<file path="src/rtl/silencer_sched_pkg.sv">
// silencer_sched_pkg
//   Shared types and constants for the silencer sequencing controller.
//   - sched_state_t : handshake FSM states
//   - CYCLE_S_MIN   : smallest period (ticks) the scheduler will run
//   - STEP_MIN      : smallest step forwarded to the silencer
//   - OVERRUN_MAX   : saturation value of the overrun counter
package silencer_sched_pkg;

    typedef enum logic [1:0] {
        ST_IDLE      = 2'd0,
        ST_START     = 2'd1,
        ST_WAIT_LOW  = 2'd2,
        ST_WAIT_HIGH = 2'd3
    } sched_state_t;

    localparam int CYCLE_S_MIN = 2;
    localparam int STEP_MIN    = 1;
    localparam int OVERRUN_MAX = 255;

    // A period of 0 or 1 tick would make the counter compare against
    // 0xFFFF or fire every tick, so short periods are raised to the minimum.
    function automatic logic [15:0] clamp_cycle(input logic [15:0] cycle);
        return (cycle < 16'(CYCLE_S_MIN)) ? 16'(CYCLE_S_MIN) : cycle;
    endfunction

endpackage

</file>
<file path="src/rtl/silencer_period_cnt.sv">
// silencer_period_cnt
//   Tick detector plus period counter. A tick is any cycle in which SYS_TIME
//   differs from its registered copy; TRIGGER fires combinationally on the
//   tick that completes a period of CYCLE_S ticks.
//   Ports:
//     CLK      in   system clock
//     RST      in   asynchronous active-high reset
//     SYS_TIME in   64-bit free-running system time
//     EN       in   count enable; low holds the counter at 0, no TRIGGER
//     CYCLE_S  in   active period length in ticks
//     CLR      in   forces the counter to 0 (new period applied)
//     TRIGGER  out  period boundary, combinational
module silencer_period_cnt (
    input  logic        CLK,
    input  logic        RST,
    input  logic [63:0] SYS_TIME,
    input  logic        EN,
    input  logic [15:0] CYCLE_S,
    input  logic        CLR,
    output logic        TRIGGER
);

    logic [63:0] sys_time_reg;
    logic        time_valid_reg;
    logic [15:0] pcnt_reg;
    logic [15:0] pcnt_next;
    logic        tick;
    logic        period_end;

    // time_valid_reg masks the first cycle after reset, when sys_time_reg
    // still holds its reset value rather than a real sample.
    assign tick       = time_valid_reg && (SYS_TIME != sys_time_reg);
    assign period_end = (pcnt_reg == (CYCLE_S - 16'd1));
    assign TRIGGER    = EN && tick && period_end;

    always_comb begin
        pcnt_next = pcnt_reg;
        if (!EN || CLR) begin
            pcnt_next = 16'd0;
        end else if (tick) begin
            pcnt_next = period_end ? 16'd0 : (pcnt_reg + 16'd1);
        end
    end

    always_ff @(posedge CLK or posedge RST) begin
        if (RST) begin
            sys_time_reg   <= 64'd0;
            time_valid_reg <= 1'b0;
            pcnt_reg       <= 16'd0;
        end else begin
            sys_time_reg   <= SYS_TIME;
            time_valid_reg <= 1'b1;
            pcnt_reg       <= pcnt_next;
        end
    end

endmodule

</file>
<file path="src/rtl/silencer_sched.sv">
// silencer_sched
//   Sequencing controller for the silencer datapath. Splits SYS_TIME ticks
//   into periods, issues one START per period, double-buffers STEP/CYCLE_S
//   so new values only appear on a period boundary, and supervises the
//   DONE handshake (overrun count, sticky timeout flag).
//   Ports:
//     CLK, RST            clock, asynchronous active-high reset
//     SYS_TIME            free-running time, a change is a tick
//     EN                  scheduler enable
//     CFG_WE/CFG_STEP/CFG_CYCLE_S  pending configuration write
//     DONE                silencer completion, low while computing
//     STEP, CYCLE_S       active configuration to the silencer
//     START               one-cycle calculation request
//     CFG_PENDING         written configuration not yet applied
//     BUSY                handshake in progress
//     OVERRUN_CNT         saturating count of skipped periods
//     ACK_ERR             sticky handshake timeout flag
module silencer_sched
    import silencer_sched_pkg::*;
#(
    parameter int WIDTH           = 13,
    parameter int DEFAULT_STEP    = 10,
    parameter int DEFAULT_CYCLE_S = 4096,
    parameter int ACK_TIMEOUT     = 8
) (
    input  logic             CLK,
    input  logic             RST,
    input  logic [63:0]      SYS_TIME,
    input  logic             EN,
    input  logic             CFG_WE,
    input  logic [WIDTH-1:0] CFG_STEP,
    input  logic [15:0]      CFG_CYCLE_S,
    input  logic             DONE,
    output logic [WIDTH-1:0] STEP,
    output logic [15:0]      CYCLE_S,
    output logic             START,
    output logic             CFG_PENDING,
    output logic             BUSY,
    output logic [7:0]       OVERRUN_CNT,
    output logic             ACK_ERR
);

    localparam int TO_W = $clog2(ACK_TIMEOUT + 1);

    sched_state_t     state_reg, state_next;
    logic [TO_W-1:0]  to_cnt_reg, to_cnt_next, to_cnt_inc;
    logic [WIDTH-1:0] step_reg, step_next;
    logic [15:0]      cycle_reg, cycle_next;
    logic [WIDTH-1:0] pend_step_reg, pend_step_next;
    logic [15:0]      pend_cycle_reg, pend_cycle_next;
    logic             pend_valid_reg, pend_valid_next;
    logic [7:0]       overrun_reg, overrun_next;
    logic             ack_err_reg, ack_err_next;
    logic             trigger;
    logic             apply;
    logic [WIDTH-1:0] cfg_step_clamped;

    silencer_period_cnt u_period_cnt (
        .CLK      (CLK),
        .RST      (RST),
        .SYS_TIME (SYS_TIME),
        .EN       (EN),
        .CYCLE_S  (cycle_reg),
        .CLR      (apply),
        .TRIGGER  (trigger)
    );

    // Pending values are only consumed by a trigger that actually starts a
    // calculation; an overrun trigger leaves them pending.
    assign apply            = trigger && (state_reg == ST_IDLE) && pend_valid_reg;
    assign cfg_step_clamped = (CFG_STEP == '0) ? WIDTH'(STEP_MIN) : CFG_STEP;
    assign to_cnt_inc       = to_cnt_reg + TO_W'(1);

    // Shadow registers. A write in the same cycle as an apply lands in the
    // pending slot after the old pending values are taken, so the flag stays set.
    always_comb begin
        step_next       = step_reg;
        cycle_next      = cycle_reg;
        pend_step_next  = pend_step_reg;
        pend_cycle_next = pend_cycle_reg;
        pend_valid_next = pend_valid_reg;
        if (apply) begin
            step_next       = pend_step_reg;
            cycle_next      = pend_cycle_reg;
            pend_valid_next = 1'b0;
        end
        if (CFG_WE) begin
            pend_step_next  = cfg_step_clamped;
            pend_cycle_next = clamp_cycle(CFG_CYCLE_S);
            pend_valid_next = 1'b1;
        end
    end

    // Handshake FSM and error/overrun bookkeeping.
    always_comb begin
        state_next   = state_reg;
        to_cnt_next  = to_cnt_reg;
        ack_err_next = ack_err_reg;
        overrun_next = overrun_reg;
        case (state_reg)
            ST_IDLE: begin
                if (trigger) begin
                    state_next = ST_START;
                end
            end
            ST_START: begin
                to_cnt_next = '0;
                state_next  = ST_WAIT_LOW;
            end
            ST_WAIT_LOW: begin
                if (!DONE) begin
                    state_next = ST_WAIT_HIGH;
                end else if (to_cnt_inc == TO_W'(ACK_TIMEOUT)) begin
                    state_next   = ST_IDLE;
                    ack_err_next = 1'b1;
                end else begin
                    to_cnt_next = to_cnt_inc;
                end
            end
            ST_WAIT_HIGH: begin
                if (DONE) begin
                    state_next = ST_IDLE;
                end
            end
            default: begin
                state_next = ST_IDLE;
            end
        endcase
        if (trigger && (state_reg != ST_IDLE) && (overrun_reg != 8'(OVERRUN_MAX))) begin
            overrun_next = overrun_reg + 8'd1;
        end
    end

    always_ff @(posedge CLK or posedge RST) begin
        if (RST) begin
            state_reg      <= ST_IDLE;
            to_cnt_reg     <= '0;
            step_reg       <= WIDTH'(DEFAULT_STEP);
            cycle_reg      <= 16'(DEFAULT_CYCLE_S);
            pend_step_reg  <= WIDTH'(DEFAULT_STEP);
            pend_cycle_reg <= 16'(DEFAULT_CYCLE_S);
            pend_valid_reg <= 1'b0;
            overrun_reg    <= 8'd0;
            ack_err_reg    <= 1'b0;
        end else begin
            state_reg      <= state_next;
            to_cnt_reg     <= to_cnt_next;
            step_reg       <= step_next;
            cycle_reg      <= cycle_next;
            pend_step_reg  <= pend_step_next;
            pend_cycle_reg <= pend_cycle_next;
            pend_valid_reg <= pend_valid_next;
            overrun_reg    <= overrun_next;
            ack_err_reg    <= ack_err_next;
        end
    end

    assign STEP        = step_reg;
    assign CYCLE_S     = cycle_reg;
    assign START       = (state_reg == ST_START);
    assign BUSY        = (state_reg != ST_IDLE);
    assign CFG_PENDING = pend_valid_reg;
    assign OVERRUN_CNT = overrun_reg;
    assign ACK_ERR     = ack_err_reg;

endmodule

</file>
<file path="config.mk">
export PLATFORM = sky130hd
export DESIGN_NAME = silencer_sched
export DESIGN_NICKNAME = d
export VERILOG_FILES = /design/src/rtl/silencer_sched_pkg.sv /design/src/rtl/silencer_period_cnt.sv /design/src/rtl/silencer_sched.sv
export SDC_FILE = /design/constraint.sdc
export NUM_CORES = 1
export LEC_CHECK = 0
export CORE_MARGIN = 5
export CORE_UTILIZATION = 52
export CTS_BUF_LIST = sky130_fd_sc_hd__clkbuf_8 sky130_fd_sc_hd__clkbuf_16
export DETAILED_ROUTE_END_ITERATION = 16
export PLACE_DENSITY = 0.76
export SYNTH_ARGS = -nofsm -noshare
export SYNTH_HDL_FRONTEND = slang
export SYNTH_HIERARCHICAL = 1
export SYNTH_SLANG_ARGS = --single-unit
</file>
<file path="constraint.sdc">
create_clock -name CLK -period 4.5 [get_ports CLK]
set_clock_uncertainty 0.15 [all_clocks]
set_input_delay 0.45 -clock CLK [delete_from_list [all_inputs] [get_ports CLK]]
set_output_delay 0.45 -clock CLK [all_outputs]
set_load 0.01 [all_outputs]
</file>
## Word level (Yosys, flattened, before mapping)

Cells that the tools add are included.

| cells by class | value |
|---|---|
| multiplexer cells | 15 |
| reduce and logical (&&, ||, !) cells | 18 |
| eq/ne operators | 12 |
| $lt $le $gt $ge | 1 |
| $add $sub $neg | 4 |

Operators by type and width:

| kind | count |
|---|---|
| $mux 16 | 4 |
| $ne 64x64->1 | 1 |
| $add 16x1->16 const B | 1 |
| $eq 16x16->1 | 1 |
| $lt 16x2->1 const B | 1 |
| $sub 16x1->16 const B | 1 |
| $logic_not 13->1 | 1 |
| $mux 13 | 1 |
| $reduce_and 3->1 | 3 |
| $add 8x1->8 const B | 1 |
| $mux 2 | 4 |
| $mux 4 | 2 |
| $ne 2x2->1 const B | 4 |
| $ne 8x8->1 const B | 1 |
| $pmux 2 s4 | 1 |
| $pmux 4 s2 | 1 |
| $reduce_bool 2->1 | 4 |
| $logic_and 1x1->1 | 7 |
| $add 4x1->4 const B | 1 |
| $eq 2x2->1 const B | 2 |
| $eq 4x4->1 const B | 1 |
| $ne 3x3->1 const B | 1 |
| $eq 2x1->1 const B | 1 |
| $logic_not 2->1 | 1 |
| other kinds (3) | 4 |

| storage, ports and cells | value |
|---|---|
| bits in registers | 155 |
| bits of input ports | 98 |
| word-level logic and storage cells | 62 |

## Longest topological paths before layout

Gate-level depths: netlist of run 1.

| depth | value |
|---|---|
| depth in word-level cells | 8 |
| depth in mapped cells | 16 |

## Modules after synthesis

Netlist of run 1, hierarchy kept.

Modules (own cells, without submodules):

| module | cells each | instances | area each (sq um) |
|---|---|---|---|
| silencer_period_cnt | 349 | 1 | 3933.8 |
| silencer_sched | 212 | 1 | 3184.3 |

## Worst setup path before layout of run 1

Ideal clock, no wire load.

| timing path | value |
|---|---|
| kind | reg2reg |
| start point | register cycle_reg[0], in the netlist CYCLE_S[0] |
| end point | register u_period_cnt.pcnt_reg[5] |
| slack | 0.503 ns |
| period minus slack after synthesis | 3.997 ns |
| buffers on the path | 2 |
| required time | 4.215 ns |
| stages on the path, launching flop included | 17 |
| arrival | 3.711 ns |
| cells stage by stage | dfrtp_1 > inv_1 > ha_1 > or4b_1 > o21ai_1 > nand3_1 > or4_1 > nor4b_1 > nand4_1 > nor2_1 > and3_4 > buf_12 > nor2b_1 > a21boi_1 > clkbuf_1 > a22oi_1 > o31ai_1 |

| between the ends | value |
|---|---|
| longest elaborated chain between the ends | 7 |

Ends and longest elaborated chain:

| what | line | source |
|---|---|---|
| start, declared | silencer_sched.sv:48 | `logic [15:0] cycle_reg, cycle_next;` |
| start signal, assigned | silencer_sched.sv:139 | `cycle_reg <= 16'(DEFAULT_CYCLE_S);` |
| start signal, assigned | silencer_sched.sv:149 | `cycle_reg <= cycle_next;` |
| $sub 16x1->16 * | silencer_period_cnt.sv:33 | `assign period_end = (pcnt_reg == (CYCLE_S - 16'd1));` |
| $eq 16x16->1 * | silencer_period_cnt.sv:33 |  |
| $logic_and 1x1->1 * | silencer_period_cnt.sv:34 | `assign TRIGGER = EN && tick && period_end;` |
| named net trigger | silencer_sched.sv:54 | `logic trigger;` |
| $logic_and 1x1->1 * (2 in a row) | silencer_sched.sv:70 | `assign apply = trigger && (state_reg == ST_IDLE) && pend_valid_reg;` |
| named net apply | silencer_sched.sv:55 | `logic apply;` |
| $logic_or 1x1->1 * | silencer_period_cnt.sv:38 | `if (!EN \|\| CLR) begin` |
| $mux 16 / $reduce_bool 2->1 (equally long branches) | -- |  |
| end signal, assigned | silencer_period_cnt.sv:53 | `pcnt_reg <= pcnt_next;` |
| end, declared | silencer_period_cnt.sv:25 | `logic [15:0] pcnt_reg;` |

Mark *: on every way through the listed nets, which the timed path passes. The rest lies on a longest branch. The select of a mux whose other input is x is not followed.
A chain may end at the register's enable or synchronous reset.

## Worst setup path after layout of run 1

| timing path | value |
|---|---|
| start point | register cycle_reg[0], in the netlist CYCLE_S[0] |
| end point | register step_reg[2], in the netlist STEP[2] |

| between the ends | value |
|---|---|
| longest elaborated chain between the ends | 5 |

Ends and longest elaborated chain:

| what | line | source |
|---|---|---|
| $sub 16x1->16 | silencer_period_cnt.sv:33 |  |
| $eq 16x16->1 | silencer_period_cnt.sv:33 |  |
| $logic_and 1x1->1 | silencer_period_cnt.sv:34 |  |
| named net trigger | silencer_sched.sv:54 |  |
| $logic_and 1x1->1 (2 in a row) | silencer_sched.sv:70 |  |
| end signal, assigned | silencer_sched.sv:138 | `step_reg <= WIDTH'(DEFAULT_STEP);` |
| end signal, assigned | silencer_sched.sv:148 | `step_reg <= step_next;` |
| end, declared | silencer_sched.sv:47 | `logic [WIDTH-1:0] step_reg, step_next;` |

The timed path passes the listed nets, and every way through them passes these cells.

==> results.md, run 1 <==
* Max Fclk at 250 MHz
* Post-synth top cells: 149 x dfrtp_1, 75 x xnor2_1, 30 x mux2_4
* #FFs+latches synth at ~160
* Clock Tree Root: clkbuf_16
* Post-synth EDFFs at 0
* Initial cell density of the core at 0.533
* Max reg flops at 64
* Bufs on Longest Clock Path at 2
* Area post-placement at 8620 um2
* Max Fanout on Critical Path at 29
* Hold worst-path end: ACK_ERR$_DFFE_PP0P_
* Vias/cell at approximately 5.5
* Post-Synth Adder-Cell Area at 0.00703
* Final #Nets at between 800 and 900
* Post-Syn Area at 7120 um2
* Post-CTS Setup Bufs at 0
* XOR/XNOR Fraction of Synth Area at 0.114
* Gates resized, CTS repair at 0
* Syn. warnings at 6
* Synth Instances at between 500 and 600
* Synth cell types at 64
* Measured slew at the worst slew-check pin at 0.912 ns
* Status: completed
* Die Footprint at roughly 16000 um2
* Chip Height at 127 um
* ANT nets after route at 0
* Residual DRC at 0
* Setup TNS at 0 ns
* Port bufs at 138
* Inst Count DP at 862
* Drt pass-1 iters at 4
* Final HPWL DP at 12100 um
* Synth Area per Inst at 12.7 um2
* Row Count at 42
* Placer Congestion at 0.854
* Sequential cell area fraction in the yosys report at 0.546
* Compound-Gate Fraction of Synth Area at 0.0691
* Worst Hold Path Cells at 1
* Worst vdd ir at approximately 0.26 mV
* Vias in the first global route at 5237
* Top-level I/O count at between 100 and 150
* CTS Sinks at 155
* Hold_buf cts at 0
* CTS tree: yes
* Layout cells sized above 1 at 0.170
* Worst path max stage delay at 0.54 ns
* GR Overflow Total at 0
* Unrepaired setup endpoints after global routing: false
* Mux cell area share after synthesis at 0.109
* Routed len/inst at roughly 18 um
* Largest family of logic cells by synthesized area: simple AND/OR/NAND/NOR gates
* Power Density at 363 nW/um2
* Clk_lat worst skew at 0.42 ns
* Register-to-Register Path Depth at 12
* Largest net degree at the start of global routing at 44
* Top-count cell post-synth: dfrtp_1
* Slowest cell on crit path: or4b_1
* Final Instance Area at 9210 um2
* Util after Layout at 0.690
* Max-cap violations at 0
* Total GRT Usage at 0.211
* Area grow syn2layout at 29.4%
* Post-Layout Cell Count at 894
* Area fraction in and, or, nand and nor cells after synthesis at 0.123
* Post-layout min period at 4.00 ns
* Initial antenna violation count at 0
* Clock buffer count from CTS at 17
* Critical path type: flop to flop
* CTS HTree Levels at 4
* Synth area leader: dfrtp_1
* Diodes inserted at 0
* Total wire length at approximately 17000 um
* Sequence of cells on the critical path: inv_1, ha_1, or4b_1, o21ai_1, nand3_1, or4_1, nor4b_1, nand4_1, nor2_1, and3_4, buf_4, mux2_4
* DRT iter0 DRCs at 308
* Yosys top cell area share at 0.524
* Final hold violations at 0
* Reg2reg end: STEP[2]$_DFFE_PP0P_
* Ranking of synthesized cells by area: dfrtp_1 52%, xnor2_1 9.2%, mux2_4 6.3%
* Most used DFF post-synth: dfrtp_1
* Crit end category: flop
* WP data arrival at 4.15 ns
* Startpoint types: flop
* WP data required at 4.65 ns
* # setup viols final at 0
* Asr flop ratio synth at 1.00
* Core box area at 13300 um2
* Final worst path period share at 0.889
* Worst slew margin at 0.391
* Vias at 4880
* Worst R2R Start: CYCLE_S[0]$_DFFE_PP0P_
* Die Width at 127 um
* Flop-to-flop setup slack at 0.50 ns
* First-pass GRT wire length at 27000 um
* Max-slew violation count at 0
* Leakage power at 0.00385 uW
* Mapped Nets at about 660
* Hold path startpoint: ACK_ERR$_DFFE_PP0P_
* CTS clock-pin slew for the worst setup and hold paths at 0.06 ns
* Worst Hold Class: flop to flop
routing by layer:
layer,vias to the layer above,GRT usage,part of all wire
met5,-,0,0
met1,2421,0.278,0.43
li1,2299,-,-
met2,138,0.339,0.49
met3,22,0.0664,0.061
met4,0,0.0606,0.015
worst max-delay path by stage:
stage / to / from / cells past startpoint / slack (ns)
after detailed placement: STEP[9]$_DFFE_PP0P_ / CYCLE_S[0]$_DFFE_PP0P_ / 12 / 0.53
after global placement: STEP[8]$_DFFE_PP0P_ / CYCLE_S[0]$_DFFE_PP0P_ / 12 / 0.72
after CTS: STEP[2]$_DFFE_PP0P_ / CYCLE_S[0]$_DFFE_PP0P_ / 12 / 0.51
final: STEP[2]$_DFFE_PP0P_ / CYCLE_S[0]$_DFFE_PP0P_ / 12 / 0.50
after floorplan: u_period_cnt/pcnt_reg[5]$_DFFE_PP0P_ / CYCLE_S[0]$_DFFE_PP0P_ / 16 / 0.50
after global routing: STEP[2]$_DFFE_PP0P_ / CYCLE_S[0]$_DFFE_PP0P_ / 12 / 0.23
critical path, delay by kind of cell, from the launching register on:
kind	cells	cell delay [ns]
fa+ha+maj	1	0.25
flops	1	0.46
buf+inv	2	0.56
simple gates	7	1.92
compound gates	1	0.17
mux	1	0.35
placed cells by master (no fill, tap or decap), drive strengths merged, types with 3 or more instances in the layout:
cell type      synthesis  routed
a21oi                  4       4
a22oi                 12      12
a31oi                  3       3
and2                   3       3
and3                  15      15
buf                   12       9
clkbuf                10      19
clkdlybuf4s50          0     138
clkinv                 0       6
clkinvlp               0       3
dfrtp                149     149
dfstp                  6       6
ha                     4       4
inv                   15      17
mux2                  56      56
mux2i                  3       3
nand2                 26      26
nand3                 14      14
nand3b                 3       3
nand4                 26      26
nor2                  12      12
nor3                  12      12
nor4                  17      17
nor4b                  3       3
o211ai                 3       3
o21a                   3       3
o21ai                 10      10
o31a                   4       4
o31ai                 12      12
or2                    5       5
or3                    3       3
or4                    3       3
or4b                   3       3
xnor2                 75      75
xor2                  18      18
cells by family after synthesis:
| group | Yosys count |
|---|---|
| flops | 155 |
| simple gates | 148 |
| xor+xnor | 93 |
| compound gates | 64 |
| mux | 59 |
| buf+inv | 37 |
| fa+ha+maj | 4 |
| other cells | 1 |
power breakdown:
| group | internal [uW] | switching (uW) | total, uW |
|---|---|---|---|
| Sequential | 1480 | 77.3 | 1560 |
| Combinational | 206 | 158 | 364 |
| Clock | 848 | 572 | 1420 |
stage by stage:
step,hold slack [ns],total power (uW),setup WS [ns]
CTS,0.317,3370,0.506
global placement,0.294,1930,0.718
detailed placement,0.298,1950,0.534
global route,0.355,3480,0.229
floorplan,0.308,1780,0.503
finish,0.309,3340,0.499
area by class of cell:
class,instances,area [um2]
Tap cell,176,220
Timing Repair Buffer,147,1450
Clock buffer,19,453
Clock inverter,13,141
Inverter,15,56.3
Multi-Input combinational cell,369,3010
Fill cell,949,4140
Sequential cell,155,3890
Note: power is estimated with default switching activity, not from simulation.
==> run 2: changes to the inputs <==
Settings changed: CORE_MARGIN 5 to 4, CORE_UTILIZATION 52 to 51, PLACE_DENSITY 0.76 to default, PLACE_DENSITY_LB_ADDON from default to 0.08, SYNTH_HIERARCHICAL 1 to default.
==> results.md, run 2 <==
* CTS clock-pin slew for the worst setup and hold paths at 0.06 ns
* Area grow syn2layout at 32.2%
* # setup viols final at 0
* Syn. warnings at 0
* Flop-to-flop setup slack at 0.88 ns
* Worst vdd ir at 0.317 mV
* Vias at 4594
* Top-level I/O count at about 140
* Max-slew violation count at 0
* Initial cell density of the core at 0.528
* DRT iter0 DRCs at about 170
* Setup TNS at 0 ns
* Status: completed
* Final #Nets at 783
* Switching Fraction at 0.293
* Psw at around 1300 uW
* Total wire length at between 10000 and 15000 um
* Synth area leader: dfrtp_1
* Most used DFF post-synth: dfrtp_1
* Layout cells sized above 1 at 0.124
* DR WL met3 at 873 um
* Diodes inserted at 0
* CTS HTree Levels at 4
* Final HPWL DP at between 10000 and 15000 um
* First-pass GRT wire length at 24500 um
* Cell Int Power at slightly above 3000 uW
* Slowest cell on crit path: or4_4
* CTS tree: yes
* Initial antenna violation count at 0
* Residual DRC at 0
* Port bufs at 138
* Clock buffer count from CTS at 17
* WP data arrival at 3.77 ns
* Comb pwr share at 0.249
* Max Fanout on Critical Path at 29
* Total GRT Usage at 0.210
* Row Count at between 40 and 50
* Buf/Inv on CP at 2
* Sequence of cells on the critical path: inv_1, ha_1, a2111o_1, o2111ai_1, o22ai_1, or4_4, nor3b_2, nand4_1, buf_4, mux2_1
* Post-layout min period at around 3.6 ns
* Mapped Nets at 636
* #FFs+latches synth at 155
* Top-count cell post-synth: dfrtp_1
* Startpoint types: flop
* Post-synth EDFFs at 0
* Max reg flops at 64
* CP top delay family: simple AND/OR/NAND/NOR gates
* Yosys top cell area share at 0.551
* Final hold violations at 0
* Clock power frac at 0.337
* WP data required at 4.65 ns
* Ranking of synthesized cells by area: dfrtp_1 55%, xor2_1 6.7%, xnor2_1 6.2%
* Multi-input gate area at 2780 um2
* Worst slew margin at 0.264
* Chip Height at 123 um
* Top Metal Used: met4
* Hold_buf cts at 0
* Sequential cell area fraction in the yosys report at 0.574
* Placer Congestion at 0.809
* Synth Area per Inst at 12.7 um2
* Commonest non-fill, non-tap cell in the layout: dfrtp_1
* Crit end category: flop
* Clk_lat worst skew at ~0.42 ns
* Vias/cell at 5.31
* Post-CTS Setup Bufs at 0
* Max Fclk at around 280 MHz
* Met1 WL at between 6000 and 7000 um
* CTS Sinks at 155
* Unrepaired setup endpoints after global routing: false
* Routed len/inst at 17.2 um
* Bufs on Longest Clock Path at 2
* GR Overflow Total at 0
* ANT nets after route at 0
* Synth Instances at 534
* Post-Syn Area at 6770 um2
* Measured slew at the worst slew-check pin at 1.10 ns
* Gates resized, CTS repair at 0
* Clock Tree Root: clkbuf_16
* Critical path type: flop to flop
* Vias in the first global route at 4957
* Hold Slack at 0.310 ns
* Final worst path period share at 0.804
* Die Width at 123 um
* Most frequent cells in the layout: 149 x dfrtp_1, 138 x clkdlybuf4s50_1, 52 x xor2_1
* Worst Hold Class: flop to flop
* Worst path max stage delay at just over 0.6 ns
* Met2 routed WL at 7250 um
* Sequential cell area at 3890 um2
* Largest net degree at the start of global routing at 69
* Synth cell types at 60
* Asr flop ratio synth at 1.00
* Leakage power at 0.00383 uW
* Number of fillers in the final layout at slightly above 900
* Max-cap violations at 0
* Drt pass-1 iters at 4
* Die Footprint at 15200 um2
* Power Density at 481 nW/um2
* Core box area at 12800 um2
* Post-synth top cells: 149 x dfrtp_1, 52 x xor2_1, 48 x xnor2_1
* Sequential fraction of design power at 0.414
## run 2: cell count changes in the layout (fill, tap and decap cells not counted), moves of 12 or more
cell,delta
mux2_1,+19
nor2_1,+13
mux2_4,-21
xnor2_1,-27
o31ai_1,-12
xor2_1,+34
## run 2: power groups by stage
stage          combinational [uW]  sequential [uW]  clock, uW
5_1_grt                      1190             1810       1540
3_5_place_dp                 1070             1800          0
2_1_floorplan                 585             1790          0
3_3_place_gp                 1050             1790          0
4_1_cts                      1090             1780       1470
6_report                     1070             1780       1450
## run 2: kinds of logic after synthesis
family | Yosys count | share of synthesized area
buf+inv | 26 | 0.0163
other cells | 1 | 0.000554
mux | 57 | 0.0996
simple gates | 147 | 0.128
flops | 155 | 0.574
fa+ha+maj | 4 | 0.00739
compound gates | 44 | 0.0453
xor+xnor | 100 | 0.129
## run 2: metal layers
metal  up-vias  GRT usage
met3        15     0.0554
met4         0     0.0699
met2       136      0.339
li1       2196          -
met1      2247      0.279
met5         -          0
## run 2: per-stage QoR
step / cell area [um2] / util / total power (uW) / cells / worst slack (ns)
2_1_floorplan: 6780 / - / 2370 / 534 / 1.15
3_3_place_gp: 8360 / 0.652 / 2840 / 834 / 0.831
3_5_place_dp: 8360 / 0.652 / 2880 / 834 / 0.688
4_1_cts: 8950 / 0.698 / 4340 / 865 / 0.866
5_1_grt: 8950 / 0.698 / 4530 / 865 / 0.652
6_report: 8950 / 0.698 / 4300 / 865 / 0.884
## run 2: path summary, 6_finish.rpt
check                                             from                                      end  depth (start not counted)
worst max-delay path            CYCLE_S[0]$_DFFE_PP0P_                      STEP[7]$_DFFE_PP0P_                         10
worst min-delay path               ACK_ERR$_DFFE_PP0P_                      ACK_ERR$_DFFE_PP0P_                          1
worst max register to register  CYCLE_S[0]$_DFFE_PP0P_                      STEP[7]$_DFFE_PP0P_                         10
worst min register to register     ACK_ERR$_DFFE_PP0P_                      ACK_ERR$_DFFE_PP0P_                          1
max in group asynchronous                          RST                  CYCLE_S[12]$_DFFE_PP1P_                          3
min in group asynchronous                          RST  u_period_cnt.sys_time_reg[36]$_DFF_PP0_                          2
## run 2: area by class of cell
type,count,share of cell area
clock inverter,14,0.0193
clock buffer,17,0.0475
multi-input combinational,353,0.310
inverter,10,0.00461
sequential,155,0.434
timing repair buffer,144,0.161
tap,172,0.0240
